**config.mk**
```make
export PLATFORM = sky130hd
export DESIGN_NAME = mem_access_unit_flat
export DESIGN_NICKNAME = d
export VERILOG_FILES = /design/src/rtl/mem_access_pkg.sv /design/src/rtl/mem_access_unit_if.sv /design/src/rtl/mem_access_unit_load_align.sv /design/src/rtl/mem_access_unit.sv /design/src/flat_wrapper.sv
export SDC_FILE = /design/constraint.sdc
export NUM_CORES = 1
export LEC_CHECK = 0
export ABC_CLOCK_PERIOD_IN_PS = 4530
export CAP_MARGIN = 25
export CORE_UTILIZATION = 30
export CTS_CLUSTER_DIAMETER = 80
export DETAILED_ROUTE_END_ITERATION = 6
export GPL_TIMING_DRIVEN = 0
export SYNTH_ARGS = -nofsm -noshare
export SYNTH_HDL_FRONTEND = slang
export SYNTH_SLANG_ARGS = --single-unit
```
**constraint.sdc**
```tcl
create_clock -name CLK -period 4.53 [get_ports CLK]
set_input_delay 0.6795 -clock CLK [delete_from_list [all_inputs] [get_ports CLK]]
set_output_delay 0.6795 -clock CLK [all_outputs]
set_load 0.01 [all_outputs]
```
**src/rtl/mem_access_pkg.sv**
```systemverilog
// rtl/mem_access_pkg.sv - size codes, FSM encoding and legality helper for the MEM-stage access unit
package mem_access_pkg;

    localparam logic [2:0] SZ_B  = 3'b000;
    localparam logic [2:0] SZ_H  = 3'b001;
    localparam logic [2:0] SZ_W  = 3'b010;
    localparam logic [2:0] SZ_BU = 3'b100;
    localparam logic [2:0] SZ_HU = 3'b101;

    localparam logic [1:0] S_IDLE = 2'd0;
    localparam logic [1:0] S_REQ  = 2'd1;
    localparam logic [1:0] S_WAIT = 2'd2;
    localparam logic [1:0] S_DONE = 2'd3;

    localparam int TIMEOUT_CYCLES_DEFAULT = 255;
    localparam int CNT_W_DEFAULT          = 8;

    // Access attributes kept after IDLE; the pipeline inputs are not looked at again.
    typedef struct packed {
        logic       we;
        logic [2:0] size;
        logic [1:0] offset;
    } acc_ctl_t;

    function automatic logic access_legal(input logic is_store,
                                          input logic [2:0] size,
                                          input logic [1:0] offset);
        logic ok;
        case (size)
            SZ_B, SZ_BU: ok = 1'b1;
            SZ_H, SZ_HU: ok = ~offset[0];
            SZ_W:        ok = (offset == 2'b00);
            default:     ok = 1'b0;
        endcase
        // Unsigned variants only make sense for loads.
        if (is_store && size[2]) begin
            ok = 1'b0;
        end
        return ok;
    endfunction

endpackage

```
**src/rtl/mem_access_unit_if.sv**
```systemverilog
// rtl/mem_access_unit_if.sv - data-memory request/response bus between the access unit and memory
interface mem_access_unit_if;

    logic        MEM_REQ;
    logic        MEM_WE;
    logic [31:0] MEM_ADDR;
    logic [3:0]  MEM_WSTRB;
    logic [31:0] MEM_WDATA;
    logic        MEM_GNT;
    logic        MEM_RVALID;
    logic [31:0] MEM_RDATA;

    modport master (
        output MEM_REQ,
        output MEM_WE,
        output MEM_ADDR,
        output MEM_WSTRB,
        output MEM_WDATA,
        input  MEM_GNT,
        input  MEM_RVALID,
        input  MEM_RDATA
    );

    modport slave (
        input  MEM_REQ,
        input  MEM_WE,
        input  MEM_ADDR,
        input  MEM_WSTRB,
        input  MEM_WDATA,
        output MEM_GNT,
        output MEM_RVALID,
        output MEM_RDATA
    );

endinterface

```
**src/rtl/mem_access_unit_load_align.sv**
```systemverilog
// rtl/mem_access_unit_load_align.sv - selects the addressed byte/half lane of read data and extends it
module load_align
    import mem_access_pkg::*;
(
    input  logic [31:0] rdata_i,
    input  logic [1:0]  offset_i,
    input  logic [2:0]  size_i,
    output logic [31:0] result_o
);

    logic [7:0]  byte_lane;
    logic [15:0] half_lane;

    always_comb begin
        case (offset_i)
            2'd0:    byte_lane = rdata_i[7:0];
            2'd1:    byte_lane = rdata_i[15:8];
            2'd2:    byte_lane = rdata_i[23:16];
            default: byte_lane = rdata_i[31:24];
        endcase
        // Halves are always aligned, so only offset bit 1 picks the lane.
        half_lane = offset_i[1] ? rdata_i[31:16] : rdata_i[15:0];

        case (size_i)
            SZ_B:    result_o = {{24{byte_lane[7]}}, byte_lane};
            SZ_BU:   result_o = {24'd0, byte_lane};
            SZ_H:    result_o = {{16{half_lane[15]}}, half_lane};
            SZ_HU:   result_o = {16'd0, half_lane};
            default: result_o = rdata_i;
        endcase
    end

endmodule

```
**src/rtl/mem_access_unit.sv**
```systemverilog
// rtl/mem_access_unit.sv - MEM-stage unit turning EX/MEM access requests into handshaked bus cycles
module mem_access_unit
    import mem_access_pkg::*;
#(
    parameter int TIMEOUT_CYCLES = TIMEOUT_CYCLES_DEFAULT,
    parameter int CNT_W          = CNT_W_DEFAULT
) (
    input  logic                CLK,
    input  logic                RST_N,
    input  logic                IN_DATAMEMSEL,
    input  logic [3:0]          IN_READ_WRITE,
    input  logic [31:0]         IN_ADDR,
    input  logic [31:0]         IN_STORE_DATA,
    mem_access_unit_if.master   bus,
    output logic [31:0]         OUT_LOAD_DATA,
    output logic                OUT_LOAD_VALID,
    output logic                OUT_STALL,
    output logic                OUT_MISALIGNED,
    output logic                OUT_BUS_ERR
);

    localparam logic [CNT_W-1:0] CNT_LAST = CNT_W'(TIMEOUT_CYCLES - 1);

    logic [1:0]       state_q, state_d;
    logic [CNT_W-1:0] cnt_q, cnt_d;
    acc_ctl_t         ctl_q, ctl_d;
    logic             req_q, req_d;
    logic [31:0]      addr_q, addr_d;
    logic [3:0]       wstrb_q, wstrb_d;
    logic [31:0]      wdata_q, wdata_d;
    logic [31:0]      ldata_q, ldata_d;
    logic             lvalid_q, lvalid_d;
    logic             berr_q, berr_d;

    logic             in_store;
    logic [2:0]       in_size;
    logic             in_legal;
    logic             acc_ok;
    logic [3:0]       st_strb;
    logic [31:0]      st_wdata;
    logic [31:0]      aligned_rdata;
    logic             timeout_hit;

    assign in_store    = IN_READ_WRITE[3];
    assign in_size     = IN_READ_WRITE[2:0];
    assign in_legal    = access_legal(in_store, in_size, IN_ADDR[1:0]);
    assign acc_ok      = IN_DATAMEMSEL & in_legal;
    assign timeout_hit = (cnt_q >= CNT_LAST);

    // Lane replication lets memory take the write data straight off the strobed lanes.
    always_comb begin
        case (in_size[1:0])
            2'b00: begin
                st_strb  = 4'b0001 << IN_ADDR[1:0];
                st_wdata = {4{IN_STORE_DATA[7:0]}};
            end
            2'b01: begin
                st_strb  = 4'b0011 << IN_ADDR[1:0];
                st_wdata = {2{IN_STORE_DATA[15:0]}};
            end
            default: begin
                st_strb  = 4'b1111;
                st_wdata = IN_STORE_DATA;
            end
        endcase
    end

    load_align u_load_align (
        .rdata_i  (bus.MEM_RDATA),
        .offset_i (ctl_q.offset),
        .size_i   (ctl_q.size),
        .result_o (aligned_rdata)
    );

    always_comb begin
        state_d  = state_q;
        cnt_d    = cnt_q;
        ctl_d    = ctl_q;
        req_d    = req_q;
        addr_d   = addr_q;
        wstrb_d  = wstrb_q;
        wdata_d  = wdata_q;
        ldata_d  = ldata_q;
        lvalid_d = 1'b0;
        berr_d   = 1'b0;

        case (state_q)
            S_IDLE: begin
                if (acc_ok) begin
                    state_d      = S_REQ;
                    cnt_d        = '0;
                    ctl_d.we     = in_store;
                    ctl_d.size   = in_size;
                    ctl_d.offset = IN_ADDR[1:0];
                    req_d        = 1'b1;
                    addr_d       = {IN_ADDR[31:2], 2'b00};
                    wstrb_d      = st_strb;
                    wdata_d      = st_wdata;
                end
            end
            S_REQ: begin
                cnt_d = cnt_q + 1'b1;
                // A grant on the last budget cycle still wins over the timeout.
                if (bus.MEM_GNT) begin
                    req_d   = 1'b0;
                    state_d = ctl_q.we ? S_DONE : S_WAIT;
                end else if (timeout_hit) begin
                    req_d   = 1'b0;
                    state_d = S_DONE;
                    berr_d  = 1'b1;
                    ldata_d = '0;
                end
            end
            S_WAIT: begin
                cnt_d = cnt_q + 1'b1;
                if (bus.MEM_RVALID) begin
                    state_d  = S_DONE;
                    ldata_d  = aligned_rdata;
                    lvalid_d = 1'b1;
                end else if (timeout_hit) begin
                    state_d = S_DONE;
                    berr_d  = 1'b1;
                    ldata_d = '0;
                end
            end
            default: begin
                state_d = S_IDLE;
            end
        endcase
    end

    always_ff @(posedge CLK or negedge RST_N) begin
        if (!RST_N) begin
            state_q  <= S_IDLE;
            cnt_q    <= '0;
            ctl_q    <= '0;
            req_q    <= 1'b0;
            addr_q   <= '0;
            wstrb_q  <= '0;
            wdata_q  <= '0;
            ldata_q  <= '0;
            lvalid_q <= 1'b0;
            berr_q   <= 1'b0;
        end else begin
            state_q  <= state_d;
            cnt_q    <= cnt_d;
            ctl_q    <= ctl_d;
            req_q    <= req_d;
            addr_q   <= addr_d;
            wstrb_q  <= wstrb_d;
            wdata_q  <= wdata_d;
            ldata_q  <= ldata_d;
            lvalid_q <= lvalid_d;
            berr_q   <= berr_d;
        end
    end

    assign bus.MEM_REQ    = req_q;
    assign bus.MEM_WE     = ctl_q.we;
    assign bus.MEM_ADDR   = addr_q;
    assign bus.MEM_WSTRB  = wstrb_q;
    assign bus.MEM_WDATA  = wdata_q;

    assign OUT_LOAD_DATA  = ldata_q;
    assign OUT_LOAD_VALID = lvalid_q;
    assign OUT_BUS_ERR    = berr_q;
    assign OUT_STALL      = ((state_q == S_IDLE) && acc_ok) || (state_q == S_REQ) || (state_q == S_WAIT);
    assign OUT_MISALIGNED = (state_q == S_IDLE) && IN_DATAMEMSEL && !in_legal;

endmodule

```
**src/flat_wrapper.sv**
```systemverilog
// flat-port wrapper written by rule: the top's interface ports become plain ports
module mem_access_unit_flat import mem_access_pkg::*;
#(
    parameter int TIMEOUT_CYCLES = TIMEOUT_CYCLES_DEFAULT,
    parameter int CNT_W          = CNT_W_DEFAULT
)
  (CLK, RST_N, IN_DATAMEMSEL, IN_READ_WRITE, IN_ADDR, IN_STORE_DATA, OUT_LOAD_DATA, OUT_LOAD_VALID, OUT_STALL, OUT_MISALIGNED, OUT_BUS_ERR, bus_MEM_REQ, bus_MEM_WE, bus_MEM_ADDR, bus_MEM_WSTRB, bus_MEM_WDATA, bus_MEM_GNT, bus_MEM_RVALID, bus_MEM_RDATA);
  mem_access_unit_if bus_i ();
  input  logic CLK;
  input  logic RST_N;
  input  logic IN_DATAMEMSEL;
  input  logic [3:0] IN_READ_WRITE;
  input  logic [31:0] IN_ADDR;
  input  logic [31:0] IN_STORE_DATA;
  output logic [31:0] OUT_LOAD_DATA;
  output logic OUT_LOAD_VALID;
  output logic OUT_STALL;
  output logic OUT_MISALIGNED;
  output logic OUT_BUS_ERR;
  output wire logic [$bits(bus_i.MEM_REQ)-1:0] bus_MEM_REQ;
  output wire logic [$bits(bus_i.MEM_WE)-1:0] bus_MEM_WE;
  output wire logic [$bits(bus_i.MEM_ADDR)-1:0] bus_MEM_ADDR;
  output wire logic [$bits(bus_i.MEM_WSTRB)-1:0] bus_MEM_WSTRB;
  output wire logic [$bits(bus_i.MEM_WDATA)-1:0] bus_MEM_WDATA;
  input wire logic [$bits(bus_i.MEM_GNT)-1:0] bus_MEM_GNT;
  input wire logic [$bits(bus_i.MEM_RVALID)-1:0] bus_MEM_RVALID;
  input wire logic [$bits(bus_i.MEM_RDATA)-1:0] bus_MEM_RDATA;
  assign bus_MEM_REQ = bus_i.MEM_REQ;
  assign bus_MEM_WE = bus_i.MEM_WE;
  assign bus_MEM_ADDR = bus_i.MEM_ADDR;
  assign bus_MEM_WSTRB = bus_i.MEM_WSTRB;
  assign bus_MEM_WDATA = bus_i.MEM_WDATA;
  assign bus_i.MEM_GNT = bus_MEM_GNT;
  assign bus_i.MEM_RVALID = bus_MEM_RVALID;
  assign bus_i.MEM_RDATA = bus_MEM_RDATA;
  mem_access_unit #(.TIMEOUT_CYCLES(TIMEOUT_CYCLES), .CNT_W(CNT_W)) u_core (.CLK(CLK), .RST_N(RST_N), .IN_DATAMEMSEL(IN_DATAMEMSEL), .IN_READ_WRITE(IN_READ_WRITE), .IN_ADDR(IN_ADDR), .IN_STORE_DATA(IN_STORE_DATA), .bus(bus_i), .OUT_LOAD_DATA(OUT_LOAD_DATA), .OUT_LOAD_VALID(OUT_LOAD_VALID), .OUT_STALL(OUT_STALL), .OUT_MISALIGNED(OUT_MISALIGNED), .OUT_BUS_ERR(OUT_BUS_ERR));
endmodule
```
After elaboration in Yosys (flattened, before gate mapping)
Cells that the tools add are included.

Input port bits: 105. Word-level logic and storage cells: 85. Flip-flop bits (word level): 117.

Bitwise logic cells: 2. $add $sub $neg: 1. Equality and inequality tests: 15. Shifts and indexed selects: 2. Reductions and logical operators: 23. Muxes and demuxes: 29. Magnitude comparators: 1.

Operators with widths (number): $pmux 32 s2 (2); $pmux 32 s4 (1); $mux 32 (3); $pmux 8 s3 (1); $mux 16 (1); $pmux 8 s2 (1); $eq 3x3->1 const B (4); $mux 1 (10); $add 8x1->8 const B (1); $ge 8x8->1 const B (1); $logic_not 2->1 (4); $mux 2 (4); $mux 8 (1); $pmux 4 s2 (1); $eq 2x1->1 const B (3); $eq 3x1->1 const B (2); $logic_not 3->1 (2); $pmux 2 s3 (1); $reduce_and 2->1 (3); $reduce_bool 2->1 (3); $reduce_or 2->1 (3); $eq 2x2->1 const B (2); $logic_and 1x1->1 (4); $pmux 1 s2 (2); other kinds (12) (13).

Depth between registers and ports, before layout
Word-level depth: 8. Mapped depth: 8. Depth with buffers taken out: 6.

Hierarchy
A second synthesis with hierarchy kept.

Cell total of the unflattened synthesis: 561. Area, all modules: 6241.0 sq um.

Modules (own cells, without submodules): mem_access_unit (times used 1, area each 5271.3 sq um, sequential area each 2927.8 sq um, cells an instance 428); load_align (times used 1, area each 969.7 sq um, sequential area each 0.0 sq um, cells an instance 133).

Least setup slack after synthesis
OpenSTA, ideal clock, no wires.

Path type: input to output. Start point: input IN_ADDR[0]. End point: output OUT_STALL. Path slack: 2020 ps. Data arrival time: 1830 ps. Data required time: 3851 ps. Stages: 6. Cell sequence: buf_4 -> a221oi_1 -> o21bai_1 -> buf_2 -> clkbuf_1 -> nand2_1.

Longest elaborated chain between the ends: 7.

Ends and longest elaborated chain: start, declared (line flat_wrapper.sv:13) `input logic [31:0] IN_ADDR;`; $logic_not 2->1 or $not 1->1 (tied branches) (line mem_access_pkg.sv:32, mem_access_pkg.sv:31); $pmux 1 s3 * (line mem_access_pkg.sv:29) `case (size)`; $mux 1 * (line mem_access_pkg.sv:36) `if (is_store && size[2]) begin`; $and 1x1->1 * (line mem_access_unit.sv:47) `assign acc_ok = IN_DATAMEMSEL & in_legal;`; $logic_and 1x1->1 * (line mem_access_unit.sv:167) `assign OUT_STALL = ((state_q == S_IDLE) && acc_ok) || (state_q == S_REQ) || (state_q == S_WAIT);`; $logic_or 1x1->1 * (2 in series) (line mem_access_unit.sv:167); end, declared (line flat_wrapper.sv:17) `output logic OUT_STALL;`.

Every way passes the cells marked *; elsewhere a longest branch is shown, timed or not.

Worst setup path in the final report
Start point: input IN_READ_WRITE[1]. End point: output OUT_STALL.

Longest elaborated chain between the ends: 8.

Ends and longest elaborated chain: start, declared (line flat_wrapper.sv:12) `input logic [3:0] IN_READ_WRITE;`; $eq 3x1->1 (tied with other cells) (line mem_access_pkg.sv:29); $reduce_or 2->1 (line mem_access_pkg.sv:29); $pmux 1 s3 * (line mem_access_pkg.sv:29); $mux 1 * (line mem_access_pkg.sv:36); $and 1x1->1 * (line mem_access_unit.sv:47); $logic_and 1x1->1 * (line mem_access_unit.sv:167); $logic_or 1x1->1 * (2 in series) (line mem_access_unit.sv:167).

Marked as above.

==> flow_summary.ini <==
[clock_network]
cts_setup_buffers = 0
clk_path_buf_depth = 2
postCtsHoldBufs = 0
clk_pin_slew_worst_paths_ns = 0.05
cts-root-buf = clkbuf_16
tritoncts = done
cts.sinks = 117
cts_htree_levels = 4
cts_made_buffers = 17
cts_resized = 0
insertion_delay_ns = 0.42

[layout]
drive_gt1_frac = 0.145
final_common_cell = clkdlybuf4s50_1
stdcell_area_um2 = 8460
diodes = 0
layout.nets = 811
area_growth_pct = 53.6
final_cell_mix = 205 x clkdlybuf4s50_1, 117 x dfrtp_1, 56 x mux2_2
final.fill_count = 1682

[placement]
routabilityCongestion = 0.776
dp_hpwl_mm = 12.8
placed_cell_area_um2 = 7890
io_buffers = 206

[critical_path]
critPathBufInv = 4
cpPeakStageDelay_ns = 0.67
start_kind = input port
crit_arrival_ns = 3.43
cp_data_required_time_ns = 3.85
path_class = input port to output port
worst-path-stages = 7
cp_cell_sequence = clkdlybuf4s50_1 -> a221oi_1 -> o21bai_1 -> buf_2 -> clkbuf_1 -> nand2_1 -> clkdlybuf4s50_1
end_kind = output port
crit_top_cell = clkdlybuf4s50_1
reg2reg_depth = 8
cp_max_fo = 10
critPathTopFamily = buffers and inverters
slowest_stage = clkdlybuf4s50_1

[detailed_routing]
first_pass_iters = 4
drt-total-wl_mm = 16.8
drc = 0
dr_total_vias = 4750
drt.antenna.violating_nets = 0
routed_via_density = 5.05
dr.first_iter.drc_count = 210
wl_per_cell_um = 17.9

[grt]
antenna_found_initial = 0
grt_overflow = 0
grt_pass1_vias = 4755
grt.total_usage = 0.183
grt_pass1_wl_mm = 25.7
grt_max_degree = 88

[yosys]
syn_inst = 472
syn_area_um2 = 5510
synth_cell_types = 51
seq_area_frac_synth = 0.531
ys_ff_latch = 117
synth_top_flop_cell = dfrtp_1
ys_warn_count = 0
async_flop_share = 1.00
synth-edff-count = 0
syn_avg_cell_area_um2 = 11.7

[pwr]
vdd_drop_max_mv = 0.279
p_comb_frac = 0.439
power.switching_mw = 1.81
sequentialPowerShare = 0.329
finalPower_mw = 5.56
switching_share = 0.326
p_int_mw = 3.75
power_density_nw_per_um2 = 657
clkPwrFrac = 0.232
leakagePower_nw = 3.58

[sta]
fin_crit_ns = 4.11
worst_pin_slew_ns = 0.866
hold_ws_ns = 0.146
finalCritPeriodShare = 0.907
slew_headroom = 0.421
setup_viol = 0
rsz0062_at_grt = no
fin_skew_ns = 0.0141
max_freq_mhz = 243
hold_viol_final = 0
slew_violations = 0
tns_ns = 0

[floorplan]
core_um2 = 18000
num_rows = 49
die-area_um2 = 18900
die_x_um = 138
io_pins = 211
start_util = 0.307
die_h_um = 138

[flow_run]
maxCapViolations = 0

[run_status]
status = finished, final reports clean

[worst_hold_path]
min_path_type = input port to async pin
[worst reg2reg max path, delay by kind of cell (launching register included)]
family / cells / cell delay, ns
buffers and inverters: 3 / 0.83
AO/OA/AOI/OAI: 2 / 0.69
flip-flops: 1 / 0.44
AND/OR/NAND/NOR: 2 / 0.32
adder cells (fa/ha/maj): 1 / 0.14
[path summary, 6_finish.rpt]
path	startpoint	to	slack [ns]
worst min register to register	u_core.bus.MEM_WSTRB[0]	u_core.bus.MEM_WSTRB[0]	0.48
worst min-delay path	RST_N	u_core.bus.MEM_ADDR[23]	0.15
min in group CLK	u_core.bus.MEM_WSTRB[0]	u_core.bus.MEM_WSTRB[0]	0.48
worst max-delay path	IN_READ_WRITE[1]	OUT_STALL	0.42
max in group asynchronous	RST_N	u_core.bus.MEM_WDATA[6]	3.67
worst max register to register	u_core.state_q[1]	u_core.OUT_LOAD_DATA[25]	2.04
[power by group through the flow]
stage	Combinational, mW	Clock, mW	Sequential (mW)
6_report	2.44	1.29	1.83
5_1_grt	2.65	1.37	1.90
4_1_cts	2.47	1.32	1.84
3_5_place_dp	2.46	0	1.85
3_3_place_gp	2.41	0	1.82
2_1_floorplan	1.00	0	1.99
[Yosys cell counts (3+ instances only)]
master     number  area, µm²
dfrtp_1       117       2930
mux2_2         56        631
nand2_1        43        161
o21ai_0        38        190
mux2i_1        32        320
a221o_1        25        250
clkbuf_1       22       82.6
a21oi_1        20        100
nor2_1         17       63.8
a22o_1         15        131
inv_1           8       30.0
ha_1            7       87.6
o2bb2ai_1       7       61.3
buf_2           5       25.0
nor2b_1         4       25.0
buf_4           3       22.5
nand2b_1        3       18.8
nand3_1         3       15.0
o31ai_1         3       22.5
or3_1           3       18.8
or4_1           3       22.5
[metal layers]
layer  track usage  vias to the layer above  share of wire
met5             0                        -              0
met4        0.0775                        0          0.018
met3        0.0640                       24          0.097
met2         0.294                      216           0.47
met1         0.220                     2314           0.42
li1              -                     2196              -
[registers in the layout (all words and copies together) (netlist names), 2 cells and up]
signal,cells
u_core.cnt_q,8
u_core.bus.MEM_WSTRB,4
u_core.bus.MEM_WDATA,32
u_core.OUT_LOAD_DATA,32
u_core.state_q,2
u_core.bus.MEM_ADDR,30
u_core.ctl_q,5
[metrics by stage]
step | worst slack, ns | utilization | instances
2_1_floorplan | 2.02 | - | 473
3_3_place_gp | -1.87 | 0.438 | 908
3_5_place_dp | 0.273 | 0.439 | 909
4_1_cts | 0.266 | 0.471 | 940
5_1_grt | 0.149 | 0.471 | 940
6_report | 0.421 | 0.471 | 940
[kinds of logic after synthesis]
kind of cell             after synthesis  share of synthesized area
flip-flops                           117                      0.531
multiplexers                          88                      0.173
buffers and inverters                 43                     0.0352
adder cells (fa/ha/maj)                7                     0.0159
AND/OR/NAND/NOR                       88                     0.0736
other                                  1                   0.000681
AO/OA/AOI/OAI                        128                      0.171
[area by class of cell]
cell class                 instances  area [µm²]  share of cell area
clock inverter                     8        73.8             0.00872
inverter                           9        33.8             0.00399
sequential                       117        2930               0.346
tap                              229         287              0.0339
timing repair buffer             207        2090               0.247
buffer                            34         160              0.0189
clock buffer                      23         498              0.0588
multi-input combinational        313        2390               0.283
No activity file was read; power rests on OpenSTA's default activity.
